--- src/rtl/gain_integrator.sv ---
// Loop-filter stage of the amplitude control loop: saturating 32-bit gain integrator
// with lock detection. Define GAIN_LEAK_EN to build the leaky-integrator variant.
module gain_integrator #(
    parameter logic [31:0] GAIN_INIT  = 32'h2000_0000,
    parameter logic [31:0] ACC_MAX    = 32'h7FFF_FFFF,
    parameter logic [31:0] LOCK_THR   = 32'd64,
    parameter int unsigned LOCK_CNT   = 8
`ifdef GAIN_LEAK_EN
    ,
    parameter int unsigned LEAK_SHIFT = 12
`endif
) (
    input  logic               clk,
    input  logic               rst,
    input  logic signed [31:0] eps_i,
    input  logic               valid_i,
    input  logic               hold_i,
    input  logic               clear_i,
    output logic signed [15:0] gain_o,
    output logic               valid_o,
    output logic               sat_o,
    output logic               lock_o
);

    typedef enum logic [1:0] {
        UNLOCKED = 2'd0,
        LOCKING  = 2'd1,
        LOCKED   = 2'd2
    } lock_state_e;

    localparam logic [7:0] LOCK_CNT_W = LOCK_CNT[7:0];

    logic [31:0]        acc_q, acc_d;
    logic               valid_q, valid_d;
    logic               sat_q, sat_d;
    logic               lock_q, lock_d;
    lock_state_e        state_q, state_d;
    logic [7:0]         cnt_q, cnt_d;

    logic signed [32:0] sum;
    logic [31:0]        abs_eps;
    logic               inthr;
    logic               lock_eval;

    // NOTE: every variable driven in always_comb gets a default first, so no path infers a latch.
    always_comb begin
        sum = $signed({acc_q[31], acc_q}) + $signed({eps_i[31], eps_i});
`ifdef GAIN_LEAK_EN
        sum = sum - ($signed({acc_q[31], acc_q}) >>> LEAK_SHIFT);
`endif

        // -2^31 has no positive twin; it saturates to the largest magnitude instead.
        abs_eps = eps_i;
        if (eps_i[31]) begin
            if (eps_i == 32'sh8000_0000) begin
                abs_eps = 32'h7FFF_FFFF;
            end else begin
                abs_eps = -eps_i;
            end
        end
        inthr     = (abs_eps <= LOCK_THR);
        lock_eval = valid_i & ~clear_i;
    end

    always_comb begin
        acc_d   = acc_q;
        valid_d = 1'b0;
        sat_d   = 1'b0;
        if (clear_i) begin
            acc_d   = GAIN_INIT;
            valid_d = 1'b1;
        end else if (valid_i) begin
            valid_d = 1'b1;
            if (!hold_i) begin
                if (sum[32]) begin
                    acc_d = '0;
                    sat_d = 1'b1;
                end else if (sum > $signed({1'b0, ACC_MAX})) begin
                    acc_d = ACC_MAX;
                    sat_d = 1'b1;
                end else begin
                    acc_d = sum[31:0];
                end
            end
        end
    end

    always_comb begin
        state_d = state_q;
        cnt_d   = cnt_q;
        if (clear_i) begin
            state_d = UNLOCKED;
            cnt_d   = 8'd0;
        end else if (lock_eval) begin
            case (state_q)
                UNLOCKED: begin
                    if (inthr) begin
                        cnt_d   = 8'd1;
                        state_d = (LOCK_CNT_W == 8'd1) ? LOCKED : LOCKING;
                    end
                end
                LOCKING: begin
                    if (inthr) begin
                        cnt_d = cnt_q + 8'd1;
                        if (cnt_q + 8'd1 == LOCK_CNT_W) begin
                            state_d = LOCKED;
                        end
                    end else begin
                        cnt_d   = 8'd0;
                        state_d = UNLOCKED;
                    end
                end
                LOCKED: begin
                    if (!inthr) begin
                        cnt_d   = 8'd0;
                        state_d = UNLOCKED;
                    end
                end
                default: begin
                    cnt_d   = 8'd0;
                    state_d = UNLOCKED;
                end
            endcase
        end
        lock_d = (state_d == LOCKED);
    end

    // NOTE: sequential state uses non-blocking assignments so all flops update together at the edge.
    always_ff @(posedge clk) begin
        if (rst) begin
            acc_q   <= GAIN_INIT;
            valid_q <= 1'b0;
            sat_q   <= 1'b0;
            lock_q  <= 1'b0;
            state_q <= UNLOCKED;
            cnt_q   <= 8'd0;
        end else begin
            acc_q   <= acc_d;
            valid_q <= valid_d;
            sat_q   <= sat_d;
            lock_q  <= lock_d;
            state_q <= state_d;
            cnt_q   <= cnt_d;
        end
    end

    assign gain_o  = acc_q[31:16];
    assign valid_o = valid_q;
    assign sat_o   = sat_q;
    assign lock_o  = lock_q;

endmodule

--- config.mk ---
export PLATFORM = sky130hd
export DESIGN_NAME = gain_integrator
export DESIGN_NICKNAME = d
export VERILOG_FILES = /design/src/rtl/gain_integrator.sv
export SDC_FILE = /design/constraint.sdc
export NUM_CORES = 1
export LEC_CHECK = 0
export CAP_MARGIN = 10
export CELL_PAD_IN_SITES_DETAIL_PLACEMENT = 0
export CELL_PAD_IN_SITES_GLOBAL_PLACEMENT = 1
export CORE_ASPECT_RATIO = 0.6
export CORE_UTILIZATION = 44
export DETAILED_ROUTE_END_ITERATION = 16
export PLACE_DENSITY = 0.95
export SYNTH_ARGS = -nofsm -noshare
export SYNTH_HDL_FRONTEND = slang
export SYNTH_SLANG_ARGS = --single-unit
--- constraint.sdc ---
create_clock -name clk -period 9.26 [get_ports clk]
set_clock_uncertainty 0.1 [all_clocks]
set_input_delay 1.852 -clock clk [delete_from_list [all_inputs] [get_ports clk]]
set_output_delay 1.852 -clock clk [all_outputs]
set_load 0.02 [all_outputs]
==> After elaboration in Yosys (flattened, before gate mapping) <==
Cells that the tools add are included.
{ "op_classes": {"n_addsub": 3, "n_lt_le_gt_ge": 2, "n_eq_ne": 7, "n_mux": 19, "bitwise_logic": 4, "reduce_logical": 5} }
{ "op_table": {"columns": ["cell", "count"], "rows": [
  ["32-bit two-way mux", 4],
  ["32-bit by 32-bit adder with 33-bit output", 1],
  ["33-bit by 32-bit greater-than comparator with 1-bit output, second input constant", 1],
  ["32-bit == test, second input constant", 1],
  ["32-bit by 7-bit less-or-equal comparator with 1-bit output, second input constant", 1],
  ["32-bit negation", 1],
  ["8-bit two-way mux", 3],
  ["8-bit one-hot mux with 3 select lines", 1],
  ["2-bit two-way mux", 6],
  ["8-bit by 1-bit adder with 8-bit output, second input constant", 1],
  ["8-bit by 4-bit == test with 1-bit output, second input constant", 1],
  ["2-bit one-hot mux with 3 select lines", 1],
  ["2-bit == test, second input constant", 2],
  ["1-bit two-way mux", 4],
  ["2-bit != test, second input constant", 2],
  ["4-bit OR reduction", 1],
  ["1-bit NOT", 3],
  ["3-bit AND reduction", 1],
  ["2-bit by 1-bit == test with 1-bit output, second input constant", 1],
  ["2-bit logical NOT", 1],
  ["2-bit AND reduction", 1],
  ["2-bit OR reduction", 1],
  ["1-bit AND", 1]
]} }
{ "totals": {"regBits": 45, "in_bits": 37, "output_inout_bits": 19, "elab_cells": 46} }

==> Logic depth before layout (Yosys ltp) <==
{ "depth": {"depth_word": 9, "ltp_mapped": 12, "ltp_nobuf": 12} }

==> Worst setup path after synthesis <==
OpenSTA, ideal clock, no wires.
{ "synth_path": {"path_kind": "input-to-reg", "startpoint": "input port eps_i[1]", "endpoint": "register cnt_q[2]", "setup_ps": 134, "arrival_ps": 4455, "required_ps": 9026, "path_slack_ps": 4571, "path_stages": 12, "path_buffers": 1, "path_cell_list": "inv_1 > ha_1 > nor4b_1 > nand4_1 > or4_1 > mux2_2 > a32oi_1 > or2_1 > buf_6 > o21a_1 > a211oi_4 > o221ai_1"} }
{ "synth_between": {"elab_chain_len": 6, "word_cells_on_any_way": 10, "classes_between": "add/sub: 1; order compare: 1; eq/ne: 3; mux: 4; reduce/logical: 1"} }
{ "synth_rtl": {"columns": ["item", "line_no", "text"], "rows": [
  ["from (decl)", "15", "input logic signed [31:0] eps_i,"],
  ["32-bit negation or 32-bit == test (tied branches)", "58, 55", null],
  ["32-bit two-way mux", "55", "if (eps_i == 32'sh8000_0000) begin"],
  ["32-bit two-way mux (*)", "54", "if (eps_i[31]) begin"],
  ["32-bit by 7-bit less-or-equal comparator with 1-bit output (*)", "61", "inthr = (abs_eps <= LOCK_THR);"],
  ["8-bit two-way mux or 2-bit != test (tied branches)", null, null],
  ["8-bit one-hot mux with 3 select lines or 3-bit AND reduction (tied branches)", null, null],
  ["to (signal assigned)", "143", "cnt_q <= cnt_d;"],
  ["to (decl)", "38", "logic [7:0] cnt_q, cnt_d;"]
]} }
Every way passes the cells marked *; elsewhere a longest branch is shown, timed or not.
A chain may end at the register's enable or synchronous reset.

==> Worst setup path after layout <==
{ "layout_path": {"startpoint": "input port eps_i[8]", "endpoint": "register acc_q[18]"} }
{ "layout_between": {"elab_chain_len": 4} }
{ "layout_rtl": {"columns": ["item", "line_no", "text"], "rows": [
  ["32-bit by 32-bit adder with 33-bit output (*)", "47", "sum = $signed({acc_q[31], acc_q}) + $signed({eps_i[31], eps_i});"],
  ["33-bit by 32-bit greater-than comparator with 1-bit output", "78", "end else if (sum > $signed({1'b0, ACC_MAX})) begin"],
  ["32-bit two-way mux", "78", null],
  ["32-bit two-way mux (*)", "75", "if (sum[32]) begin"],
  ["to (signal assigned)", "131", "acc_q <= GAIN_INIT;"],
  ["to (signal assigned)", "138", "acc_q <= acc_d;"],
  ["to (decl)", "33", "logic [31:0] acc_q, acc_d;"]
]} }
Marks and branches as above.

==> key figures <==
Synth
  • Synthesized Nets: 728
  • Compound-Gate Fraction of Synth Area: 29.9%
  • Cell Area, Synth: 0.00470 mm2
  • Post-synth ARST share: 0%
  • Post-synthesis adder-cell area fraction: 9.47%
  • Ys flop type: dfxtp_1
  • Synthesized flop and latch total: 45
  • Number of distinct library cells after synthesis: 65
  • Yosys warning total: 0
  • Seq/Total Area, Yosys: 19.1%
  • Mux cell area share after synthesis: 0.665%
  • Post-synthesis xor/xnor area fraction: 4.84%
  • Mean Syn Cell Area: 7.17 um2
  • EDFF count, synth: 0
  • Simple logic cell fraction of the synthesized area: 29.2%
  • Main combinational cell family by area after synthesis: compound AO/OA/AOI/OAI gates
  • Syn Inst Count: 656

Timing
  • Final setup TNS: 0 ps
  • Max-slew violations: 0
  • Final worst-path cycle share: 60.3%
  • Final setup viols: 0
  • Final hold viol count: 0
  • Fmax: 179 MHz
  • Crit path time final: 5590 ps
  • Max_slew headroom: 26.8%
  • RSZ-0062 raised after global routing: no
  • Worst Tran Pin Value: 1090 ps

GRT
  • M2 GR Usage: 37.1%
  • Largest net degree at the start of global routing: 32
  • Vias in the first global route: 4318
  • Antenna violations before repair: 0
  • GRT met1 Usage: 37.6%
  • First-pass GRT wire length: 22000 um
  • GRT met3 Usage: 4.21%
  • GR peak layer: met1
  • Remaining Overflow, GRT: 0
  • Gr usage total: 25.1%

Routing
  • Avg WL per Cell: 16.8 um
  • Total number of vias: 5030
  • DRT antenna net count: 0
  • Detailed Route WL: 13600 um
  • First-pass iteration count of the detailed router: 5
  • Post-route DRC: 0
  • Via density: 6.20
  • Drt initial violations: 469

Hold path
  • Hold Crit Depth: 2
  • Hold crit path type: reg2reg

Clock network
  • Worst-Skew Late Latency: 300 ps
  • Hold-fix buffers, CTS: 0
  • TritonCTS clock tree: yes
  • Setup bufs post-CTS: 0
  • Total CTS buffers: 5
  • CTS sink cnt: 45
  • Clock buffer depth: 2
  • Clk root buf: clkbuf_16
  • Post_cts resized: 0
  • H-tree depth: 2
  • CTS clk-pin slew, worst paths: 70 ps

Run
  • Max cap viols: 0

Power and ir drop
  • Leak: 2.12 nW
  • PwrDens: 103 mW/mm2
  • IR drop worst, VDD: 0.0693 mV

Floorplan
  • Die Ht: 82.1 um
  • Total Die Area: 0.0111 mm2
  • FP Rows: 28
  • Core ar.: 0.0101 mm2
  • Die Span X: 135 um
  • Initial Utilization: 46.5%
  • Top-level I/O count: 56

Place
  • IO buf count: 55
  • Placed cell count: 803
  • HPWL after DPL: 10200 um
  • Placer Congestion: 0.937

Critical path
  • CP max FO: 7
  • Critical Path Start Type: primary input
  • CP arrival: 5630 ps
  • Worst EP required: 9300 ps
  • Reg2reg path depth: 10
  • Crit Path Category: in2reg
  • Worst setup EP type: flop

Finish
  • P&R area growth vs syn: 14.1%
  • ANT cells: 0
  • Final std cells w/o fill: 811
  • Sequential Area: 901 um2
  • Fillers: 999
  • Area occupied by multi-input gates: 0.00349 mm2
  • Share of post-route cells with drive strength above 1: 4.14%
  • Most frequent cells in the layout: nand2_1, nor2_1, clkdlybuf4s50_1, o21ai_0, dfxtp_1
  • Nets: 747

Run status
  • Status: complete, no violations
==> Yosys cell counts (8+ instances only) <==
cell	n	area (um2)
nor3_1	26	130
xor2_1	10	87.6
buf_4	16	120
inv_1	20	75.1
nand2b_1	13	81.3
a21oi_1	43	215
xnor2_1	16	140
o21a_1	9	67.6
o31ai_1	12	90.1
or4_1	8	60.1
nor4_1	9	56.3
ha_1	34	425
a31oi_1	16	100
nand4_1	8	50.1
nand2_1	65	244
a211oi_1	11	82.6
a21o_1	24	180
nor2_1	66	248
clkbuf_1	28	105
or3_1	11	68.8
o21ai_0	51	255
dfxtp_1	45	901
nand3_1	20	100
==> metrics by stage <==
| stage | power (mW) | setup slack (ps) | util, % | cell area [um2] | hold WS, ps |
|---|---|---|---|---|---|
| 4_1_cts | 0.555 | 3730 | 53.0 | 5370 | 368 |
| 2_1_floorplan | 0.306 | 4570 | - | 4700 | 329 |
| 6_report | 0.553 | 3670 | 53.0 | 5370 | 361 |
| 5_1_grt | 0.581 | 3340 | 53.0 | 5370 | 397 |
| 3_3_place_gp | 0.357 | 3390 | 51.5 | 5220 | 340 |
| 3_5_place_dp | 0.360 | 3420 | 51.5 | 5220 | 351 |
==> metal layers <==
metal / vias up / wire [um] / share of wire (%)
met4: 0 / 109 / 0.80
met2: 219 / 5380 / 40
met1: 2336 / 6900 / 51
met3: 14 / 1220 / 9.0
li1: 2461 / - / -
met5: - / 0 / 0
==> power by group <==
group / leakage (nW) / switching, mW / internal (mW) / total (mW)
Clock: 0.0708 / 0.0917 / 0.102 / 0.194
Combinational: 1.69 / 0.0940 / 0.0645 / 0.158
Sequential: 0.364 / 0.00284 / 0.198 / 0.201
==> path summary, 6_finish.rpt <==
path	start	endpoint	slack [ps]
max	eps_i[8]	acc_q[18]	3670
min reg2reg	acc_q[13]	acc_q[13]	360
max reg2reg	acc_q[8]	acc_q[18]	5540
min	acc_q[13]	acc_q[13]	360
==> cell type report <==
type | instances | share of cell area, %
clock buffers | 5 | 2.33
clock inverters | 3 | 0.466
inverters | 20 | 1.40
multi-input cells | 544 | 65.1
flip-flops and latches | 45 | 16.8
well taps | 135 | 3.15
repair buffers | 59 | 10.8
==> sequential cells by signal, indices dropped and copies added (netlist names) <==
register	cells
sat_o	1
acc_q	32
cnt_q	8
lock_o	1
state_q	2
valid_o	1
==> cells by family (layout without fill, tap and decap cells) <==
family	Yosys count	count (layout)
simple gates	265	265
fa+ha+maj	35	35
buf+inv	67	87
compound gates	215	215
flops	45	45
xor+xnor	26	26
mux	3	3
==> worst max-delay path: stages <==
cell and delay [ps]:
clkdlybuf4s50_1 550, ha_1 430, a21oi_1 250, o22ai_1 200
o31ai_1 350, a211oi_1 120, o31ai_1 550, o31a_1 270
xor2_1 660, and4_1 310, o21ai_0 70
Power figures use the tool's default switching activity.
